$ cat src/rtl/mem_stage.sv
// mem_stage: memory-stage controller behind the EXE/MEM pipeline register.
// Executes LB/LH/LW/LBU/LHU/SB/SH/SW on a variable-latency req/ack data bus,
// forms byte enables, replicates store data across lanes, extends load data
// and presents registered writeback fields to MEM/WB.
// Ports:
//   clk_i, rst_i (sync, active-low)
//   reg_waddr_i/reg_we_i/reg_wdata_i : writeback fields from EXE/MEM
//   mem_we_i/mem_addr_i/mem_data_i/mem_op_i : memory access from EXE/MEM
//   reg_waddr_o/reg_we_o/reg_wdata_o : registered writeback fields to MEM/WB
//   stall_o    : combinational freeze of the upstream stages
//   misalign_o : one-cycle pulse, misaligned access dropped
//   bus_err_o  : one-cycle pulse, bus transaction aborted on timeout
//   bus_req_o/bus_we_o/bus_addr_o/bus_wdata_o/bus_be_o, bus_ack_i/bus_rdata_i : data bus
module mem_stage #(
   parameter int unsigned ADDR_WIDTH  = 32,
   parameter int unsigned DATA_WIDTH  = 32,
   parameter int unsigned RADDR_WIDTH = 5,
   parameter int unsigned TIMEOUT     = 16
) (
   input  logic                   clk_i,
   input  logic                   rst_i,
   input  logic [RADDR_WIDTH-1:0] reg_waddr_i,
   input  logic                   reg_we_i,
   input  logic [DATA_WIDTH-1:0]  reg_wdata_i,
   input  logic                   mem_we_i,
   input  logic [ADDR_WIDTH-1:0]  mem_addr_i,
   input  logic [DATA_WIDTH-1:0]  mem_data_i,
   input  logic [3:0]             mem_op_i,
   output logic [RADDR_WIDTH-1:0] reg_waddr_o,
   output logic                   reg_we_o,
   output logic [DATA_WIDTH-1:0]  reg_wdata_o,
   output logic                   stall_o,
   output logic                   misalign_o,
   output logic                   bus_err_o,
   output logic                   bus_req_o,
   output logic                   bus_we_o,
   output logic [ADDR_WIDTH-1:0]  bus_addr_o,
   output logic [DATA_WIDTH-1:0]  bus_wdata_o,
   output logic [3:0]             bus_be_o,
   input  logic                   bus_ack_i,
   input  logic [DATA_WIDTH-1:0]  bus_rdata_i
);

   typedef enum logic {S_IDLE, S_BUSY} state_e;
   typedef enum logic [3:0] {
      OP_NOP = 4'd0, OP_LB  = 4'd1, OP_LH  = 4'd2, OP_LW = 4'd3, OP_LBU = 4'd4,
      OP_LHU = 4'd5, OP_SB  = 4'd6, OP_SH  = 4'd7, OP_SW = 4'd8
   } op_e;

   localparam int unsigned CW = (TIMEOUT < 2) ? 1 : $clog2(TIMEOUT);

   state_e          state;
   op_e             op_q;
   logic [1:0]      lane_q;
   logic [CW-1:0]   cnt;

   logic [1:0]      lane;
   logic            is_load, is_store, is_byte, is_half, is_word, is_mem;
   logic            misaligned, expire;
   logic [3:0]      be;
   logic [DATA_WIDTH-1:0] st_data, ld_data;
   logic [7:0]      ld_byte;
   logic [15:0]     ld_half;

   // The store flag is implied by the opcode; mem_we_i is redundant with it.
   logic            unused_mem_we;
   assign unused_mem_we = mem_we_i;

   assign lane = mem_addr_i[1:0];

   always_comb begin
      is_load  = 1'b0;
      is_store = 1'b0;
      is_byte  = 1'b0;
      is_half  = 1'b0;
      is_word  = 1'b0;
      case (mem_op_i)
         OP_LB, OP_LBU: begin is_load  = 1'b1; is_byte = 1'b1; end
         OP_LH, OP_LHU: begin is_load  = 1'b1; is_half = 1'b1; end
         OP_LW:         begin is_load  = 1'b1; is_word = 1'b1; end
         OP_SB:         begin is_store = 1'b1; is_byte = 1'b1; end
         OP_SH:         begin is_store = 1'b1; is_half = 1'b1; end
         OP_SW:         begin is_store = 1'b1; is_word = 1'b1; end
         default:       ;
      endcase
   end

   assign is_mem     = is_load | is_store;
   assign misaligned = (is_half & lane[0]) | (is_word & (lane != 2'b00));

   always_comb begin
      be      = 4'b1111;
      st_data = mem_data_i;
      if (is_byte) begin
         be      = 4'b0001 << lane;
         st_data = {4{mem_data_i[7:0]}};
      end else if (is_half) begin
         be      = lane[1] ? 4'b1100 : 4'b0011;
         st_data = {2{mem_data_i[15:0]}};
      end
   end

   // Extraction uses the lane/opcode captured at issue, not the live inputs.
   always_comb begin
      case (lane_q)
         2'd0:    ld_byte = bus_rdata_i[7:0];
         2'd1:    ld_byte = bus_rdata_i[15:8];
         2'd2:    ld_byte = bus_rdata_i[23:16];
         default: ld_byte = bus_rdata_i[31:24];
      endcase
      ld_half = lane_q[1] ? bus_rdata_i[31:16] : bus_rdata_i[15:0];
      case (op_q)
         OP_LB:   ld_data = {{24{ld_byte[7]}}, ld_byte};
         OP_LBU:  ld_data = {24'd0, ld_byte};
         OP_LH:   ld_data = {{16{ld_half[15]}}, ld_half};
         OP_LHU:  ld_data = {16'd0, ld_half};
         default: ld_data = bus_rdata_i;
      endcase
   end

   assign expire = (cnt == CW'(TIMEOUT - 1));

   // On the final timeout cycle the abort is already decided, so upstream is released.
   assign stall_o = rst_i & (((state == S_IDLE) & is_mem & ~misaligned) |
                             ((state == S_BUSY) & ~bus_ack_i & ~expire));

   always_ff @(posedge clk_i) begin
      if (!rst_i) begin
         state       <= S_IDLE;
         op_q        <= OP_NOP;
         lane_q      <= '0;
         cnt         <= '0;
         reg_waddr_o <= '0;
         reg_we_o    <= 1'b0;
         reg_wdata_o <= '0;
         misalign_o  <= 1'b0;
         bus_err_o   <= 1'b0;
         bus_req_o   <= 1'b0;
         bus_we_o    <= 1'b0;
         bus_addr_o  <= '0;
         bus_wdata_o <= '0;
         bus_be_o    <= '0;
      end else begin
         misalign_o <= 1'b0;
         bus_err_o  <= 1'b0;
         case (state)
            S_IDLE: begin
               reg_waddr_o <= reg_waddr_i;
               reg_wdata_o <= reg_wdata_i;
               if (!is_mem) begin
                  reg_we_o <= reg_we_i;
               end else if (misaligned) begin
                  reg_we_o   <= 1'b0;
                  misalign_o <= 1'b1;
               end else begin
                  reg_we_o    <= 1'b0;
                  bus_req_o   <= 1'b1;
                  bus_we_o    <= is_store;
                  bus_addr_o  <= {mem_addr_i[ADDR_WIDTH-1:2], 2'b00};
                  bus_wdata_o <= st_data;
                  bus_be_o    <= be;
                  op_q        <= op_e'(mem_op_i);
                  lane_q      <= lane;
                  cnt         <= '0;
                  state       <= S_BUSY;
               end
            end
            S_BUSY: begin
               if (bus_ack_i) begin
                  bus_req_o <= 1'b0;
                  state     <= S_IDLE;
                  if (op_q inside {OP_LB, OP_LH, OP_LW, OP_LBU, OP_LHU}) begin
                     reg_we_o    <= reg_we_i;
                     reg_waddr_o <= reg_waddr_i;
                     reg_wdata_o <= ld_data;
                  end else begin
                     reg_we_o <= 1'b0;
                  end
               end else if (expire) begin
                  bus_req_o <= 1'b0;
                  bus_err_o <= 1'b1;
                  reg_we_o  <= 1'b0;
                  state     <= S_IDLE;
               end else begin
                  cnt <= cnt + 1'b1;
               end
            end
            default: state <= S_IDLE;
         endcase
      end
   end

endmodule
$ cat config.mk
export PLATFORM = sky130hd
export DESIGN_NAME = mem_stage
export DESIGN_NICKNAME = d
export VERILOG_FILES = /design/src/rtl/mem_stage.sv
export SDC_FILE = /design/constraint.sdc
export NUM_CORES = 1
export LEC_CHECK = 0
export CELL_PAD_IN_SITES_DETAIL_PLACEMENT = 2
export CELL_PAD_IN_SITES_GLOBAL_PLACEMENT = 2
export CORE_UTILIZATION = 24
export DETAILED_ROUTE_END_ITERATION = 12
export PLACE_DENSITY = 0.93
export SLEW_MARGIN = 40
export SYNTH_ARGS = -nofsm -noshare
export SYNTH_HDL_FRONTEND = slang
export SYNTH_SLANG_ARGS = --single-unit
export TNS_END_PERCENT = 10
$ cat constraint.sdc
create_clock -name clk_i -period 4.65 [get_ports clk_i]
set_input_delay 0.93 -clock clk_i [delete_from_list [all_inputs] [get_ports clk_i]]
set_output_delay 0.93 -clock clk_i [all_outputs]
set_load 0.01 [all_outputs]
==> After elaboration in Yosys (flattened, before gate mapping) <==
Cells that the tools add are included.
{ "totals": {"word_cells": 109, "inputBits": 142, "reg_bits": 119} }
{ "op_classes": {"bitwise_logic": 16, "muxes": 40, "n_eq_ne": 23, "shift": 1, "reduce_logical": 14, "addsub": 1} }
{ "ops": {"columns": ["cell", "count"], "rows": [
  ["$mux W32", 4],
  ["$pmux W32 S4", 1],
  ["$pmux W32 S2", 1],
  ["$mux W4", 7],
  ["$eq A4 B3 Y1 const B", 6],
  ["$pmux W8 S3", 1],
  ["$mux W1", 18],
  ["$eq A4 B2 Y1 const B", 4],
  ["$mux W16", 1],
  ["$reduce_or A3 Y1", 5],
  ["$mux W5", 2],
  ["$ne A2 B2 Y1 const B", 5],
  ["$pmux W5 S2", 1],
  ["$eq A4 B1 Y1 const B", 2],
  ["$eq A4 B4 Y1 const B", 2],
  ["$pmux W4 S2", 1],
  ["$and A1 B1 Y1", 7],
  ["$not A1 Y1", 6],
  ["$pmux W1 S2", 3],
  ["$reduce_and A3 Y1", 2],
  ["$reduce_bool A5 Y1", 1],
  ["$reduce_or A5 Y1", 1],
  ["$add A4 B1 Y4 const B", 1],
  ["$reduce_and A4 Y1", 1],
  ["other kinds (10)", 12]
]} }

==> Longest topological paths before layout <==
{ "logic_depth": {"ltp_word": 9, "ltp_mapped": 9} }

==> Least setup slack after synthesis <==
No wires, ideal clock.
{ "synth_path": {"kind": "input -> output", "from": "input mem_op_i[2]", "to": "output stall_o", "path_buffers": 4, "cell_stages": 8, "required_time_ns": 3.720, "slack_ns": 1.148, "arrival_ns": 2.572, "path_cell_list": "buf_2 o31a_1 or3_4 or3_1 buf_2 buf_6 buf_6 a21oi_1"} }
{ "synth_via": {"elab_chain_cells": 9, "word_cells_on_any_way": 25} }
{ "synth_rtl": {"columns": ["item", "line", "rtl"], "rows": [
  ["start: declaration", "28", "input logic [3:0] mem_op_i,"],
  ["$eq A4 B3 Y1 (tied with other cells)", "77", "case (mem_op_i)"],
  ["$reduce_or A3 Y1 (no line) or $reduce_or A2 Y1 (tied branches)", null, null],
  ["$mux W1", "77", null],
  ["$and A1 B1 Y1", "89", "assign misaligned = (is_half & lane[0]) | (is_word & (lane != 2'b00));"],
  ["$or A1 B1 Y1", "89", null],
  ["$not A1 Y1 (no line)", null, null],
  ["$and A1 B1 Y1 *", "124", "assign stall_o = rst_i & (((state == S_IDLE) & is_mem & ~misaligned) |"],
  ["$or A1 B1 Y1 *", "124", null],
  ["$and A1 B1 Y1 *", "124", null],
  ["end: declaration", "32", "output logic stall_o,"]
]} }
Every way passes the cells marked *; elsewhere a longest branch is shown, timed or not.

==> Worst setup path in the final report <==
Same ends and word-level chain as after synthesis.

==> run_results.csv <==
group,metric,value,unit
run_status,run_status,"completed",
pwr,power.leakage,0.00328,uW
global_routing,grt_max_degree,75,
timing,finalHoldViolations,0,
global_routing,grt_first_pass_wirelength,39400,um
timing,setup_viol,0,
die,dieArea,24200,sq um
global_routing,grt.overflow.total,0,
route,dr_total_vias,6392,
timing,finalMaxSlewViolations,0,
place,place_congestion,0.831,
yosys,synth_commonest_cells,"nand2_1 (144), dfxtp_1 (119), a21oi_1 (82)",
clock_tree,post_cts_buffers,0,
yosys,synthArstFlopShare,0,
route,routed_wl,25500,um
clock_tree,tritoncts,"done",
global_routing,grt_use_met3,0.0800,
yosys,post-synth-top-count-cell,"nand2_1",
worst_setup_path,critPathMaxFanout,9,
route,ant_nets,0,
clock_tree,h-tree-depth,4,
place,hpwlAfterDp,18400,um
yosys,synth_area,5670,sq um
die,start_util,0.247,
layout,antenna_cells,0,
clock_tree,root_buffer,"clkbuf_16",
run,max-cap-violations,0,
yosys,ys_seq_area_frac,0.420,
clock_tree,path_clk_slew,0.07,ns
layout,fin_nets,1084,
layout,fillers,2545,
pwr,powerDensity,365,nW/um^2
yosys,syn_inst,718,
global_routing,track_usage,0.211,
yosys,syn_avg_cell_area,7.89,sq um
place,dpl_cell_area,8410,sq um
route,wl_per_cell,20.1,um
timing,fin_setup_tns,0,ns
timing,finalCriticalPeriod,4.23,ns
clock_tree,cts_buffers,17,
layout,finish.utilization,0.392,
timing,max_freq,0.236,GHz
die,rows,55,
timing,period_share,0.910,
yosys,ys_seq_elements,119,
die,die_y,156,um
layout,fin_area,8980,sq um
die,die_x,156,um
clock_tree,cts_resized,0,
global_routing,grt_most_used_layer,"met2",
layout,area_delta_synth_final,58.5,%
yosys,synth_top_area_frac,0.420,
timing,rsz0062_at_grt,"no",
die,core_area,22900,sq um
clock_tree,ctsHoldBuffers,0,
place,port_buffers,249,
timing,fin_skew,0.0134,ns
route,detail_route.vias_per_cell,5.04,
global_routing,antenna_found_initial,0,
worst_setup_path,start_kind,"primary input",
timing,tightest_slew,0.868,ns
worst_setup_path,end_kind,"primary output",
route,firstDrtPassIters,4,
yosys,synth_area_leader_cell,"dfxtp_1",
worst_setup_path,critPathKind,"primary input to primary output",
yosys,yosysWarnings,0,
worst_setup_path,required,3.72,ns
route,drc,0,
timing,slew_headroom,0.420,
worst_hold_path,hp-class,"flop to flop",
yosys,synth_edf_count,0,
yosys,synth_cell_type_count,54,
layout,drive_gt1_frac,0.0692,
yosys,yosys_most_used_dff,"dfxtp_1",
pwr,ir_worst_vdd,223,uV
clock_tree,cts_max_path_buffers,2,
global_routing,use_met2,0.379,
die,pin_count,253,
yosys,synthTopCellsByArea,"dfxtp_1 (42%), nand2_1 (9.5%), a21oi_1 (7.2%)",
route,drt-initial-drc-count,221,
clock_tree,cts_sinks,119,
global_routing,grt_pass1_vias,7053,
worst_setup_path,worstPathArrival,3.30,ns
global_routing,grt_use_met1,0.231,
clock_tree,clock_latency,0.42,ns
-- cell families (layout without fill, tap and decap cells) --
| kind of cell | Yosys count | after routing | share of synthesized area |
|---|---|---|---|
| simple gates | 246 | 246 | 0.190 |
| compound gates | 230 | 230 | 0.241 |
| flops | 119 | 119 | 0.420 |
| buf+inv | 87 | 322 | 0.0687 |
| mux | 30 | 30 | 0.0707 |
| xor+xnor | 4 | 4 | 0.00618 |
| fa+ha+maj | 1 | 1 | 0.00221 |
| other cells | 1 | 2 | 0.000662 |
-- cells in the final DEF, fill, tap and decap left out, types with 10 or more instances in the layout --
cell and instances:
nor2_1 40, mux2i_1 22, buf_4 12, o21ai_0 63, dfxtp_1 118, clkdlybuf4s50_1 249, a21oi_1 82, clkbuf_16 17
nand3_1 22, o211ai_1 11, o21ai_1 12, o22ai_1 14, inv_1 25, nor3_1 10, nand2_1 144, o221ai_1 16
-- sequential cells by signal, indices dropped and copies added (netlist names) --
register     flops
bus_err_o        1
reg_wdata_o     32
bus_req_o        1
bus_we_o         1
cnt              4
bus_addr_o      30
reg_waddr_o      5
state            1
misalign_o       1
op_q             4
bus_wdata_o     32
bus_be_o         4
lane_q           2
reg_we_o         1
-- report_power, final --
group | internal, uW | switching [uW] | total, uW
clock network | 746 | 556 | 1300
logic | 389 | 394 | 783
registers | 1120 | 71.8 | 1190
total | 2250 | 1020 | 3280
-- final cells by class --
type	count	area, sq um	area share
inverters	27	101	0.0113
clock buffers	17	425	0.0474
well taps	313	392	0.0436
flip-flops and latches	119	2380	0.265
clock inverters	15	144	0.0160
repair buffers	263	2610	0.291
multi-input cells	513	2920	0.325
-- metal layers --
layer	wire length [um]	vias up
li1	-	2983
met1	10200	3153
met2	12800	229
met3	2130	27
met4	346	0
met5	0	-
-- worst paths after layout --
check	from	end	slack (ns)	cells past startpoint
setup / recovery	mem_op_i[2]	stall_o	0.42	7
hold / removal	reg_wdata_o[27]	reg_wdata_o[27]	0.45	2
setup reg to reg	op_q[3]	reg_wdata_o[9]	2.50	5
hold reg to reg	reg_wdata_o[27]	reg_wdata_o[27]	0.45	2
-- critical path, cell delays in order --
cell and delay (ns):
clkdlybuf4s50_1 0.52, buf_4 0.19, nor4_1 0.07, or3_4 0.41, or3_2 0.44, a21oi_1 0.18, clkdlybuf4s50_1 0.56
-- metrics by stage --
step                hold slack, ns  setup slack (ns)  instances  total power (uW)
global placement             0.432             0.490       1235              1960
floorplan                    0.465              1.15        719              1550
CTS                          0.451             0.431       1267              3320
global route                 0.470             0.343       1267              3430
detailed placement           0.441             0.439       1235              2000
finish                       0.445             0.418       1267              3280
(Power assumes the default switching activity.)
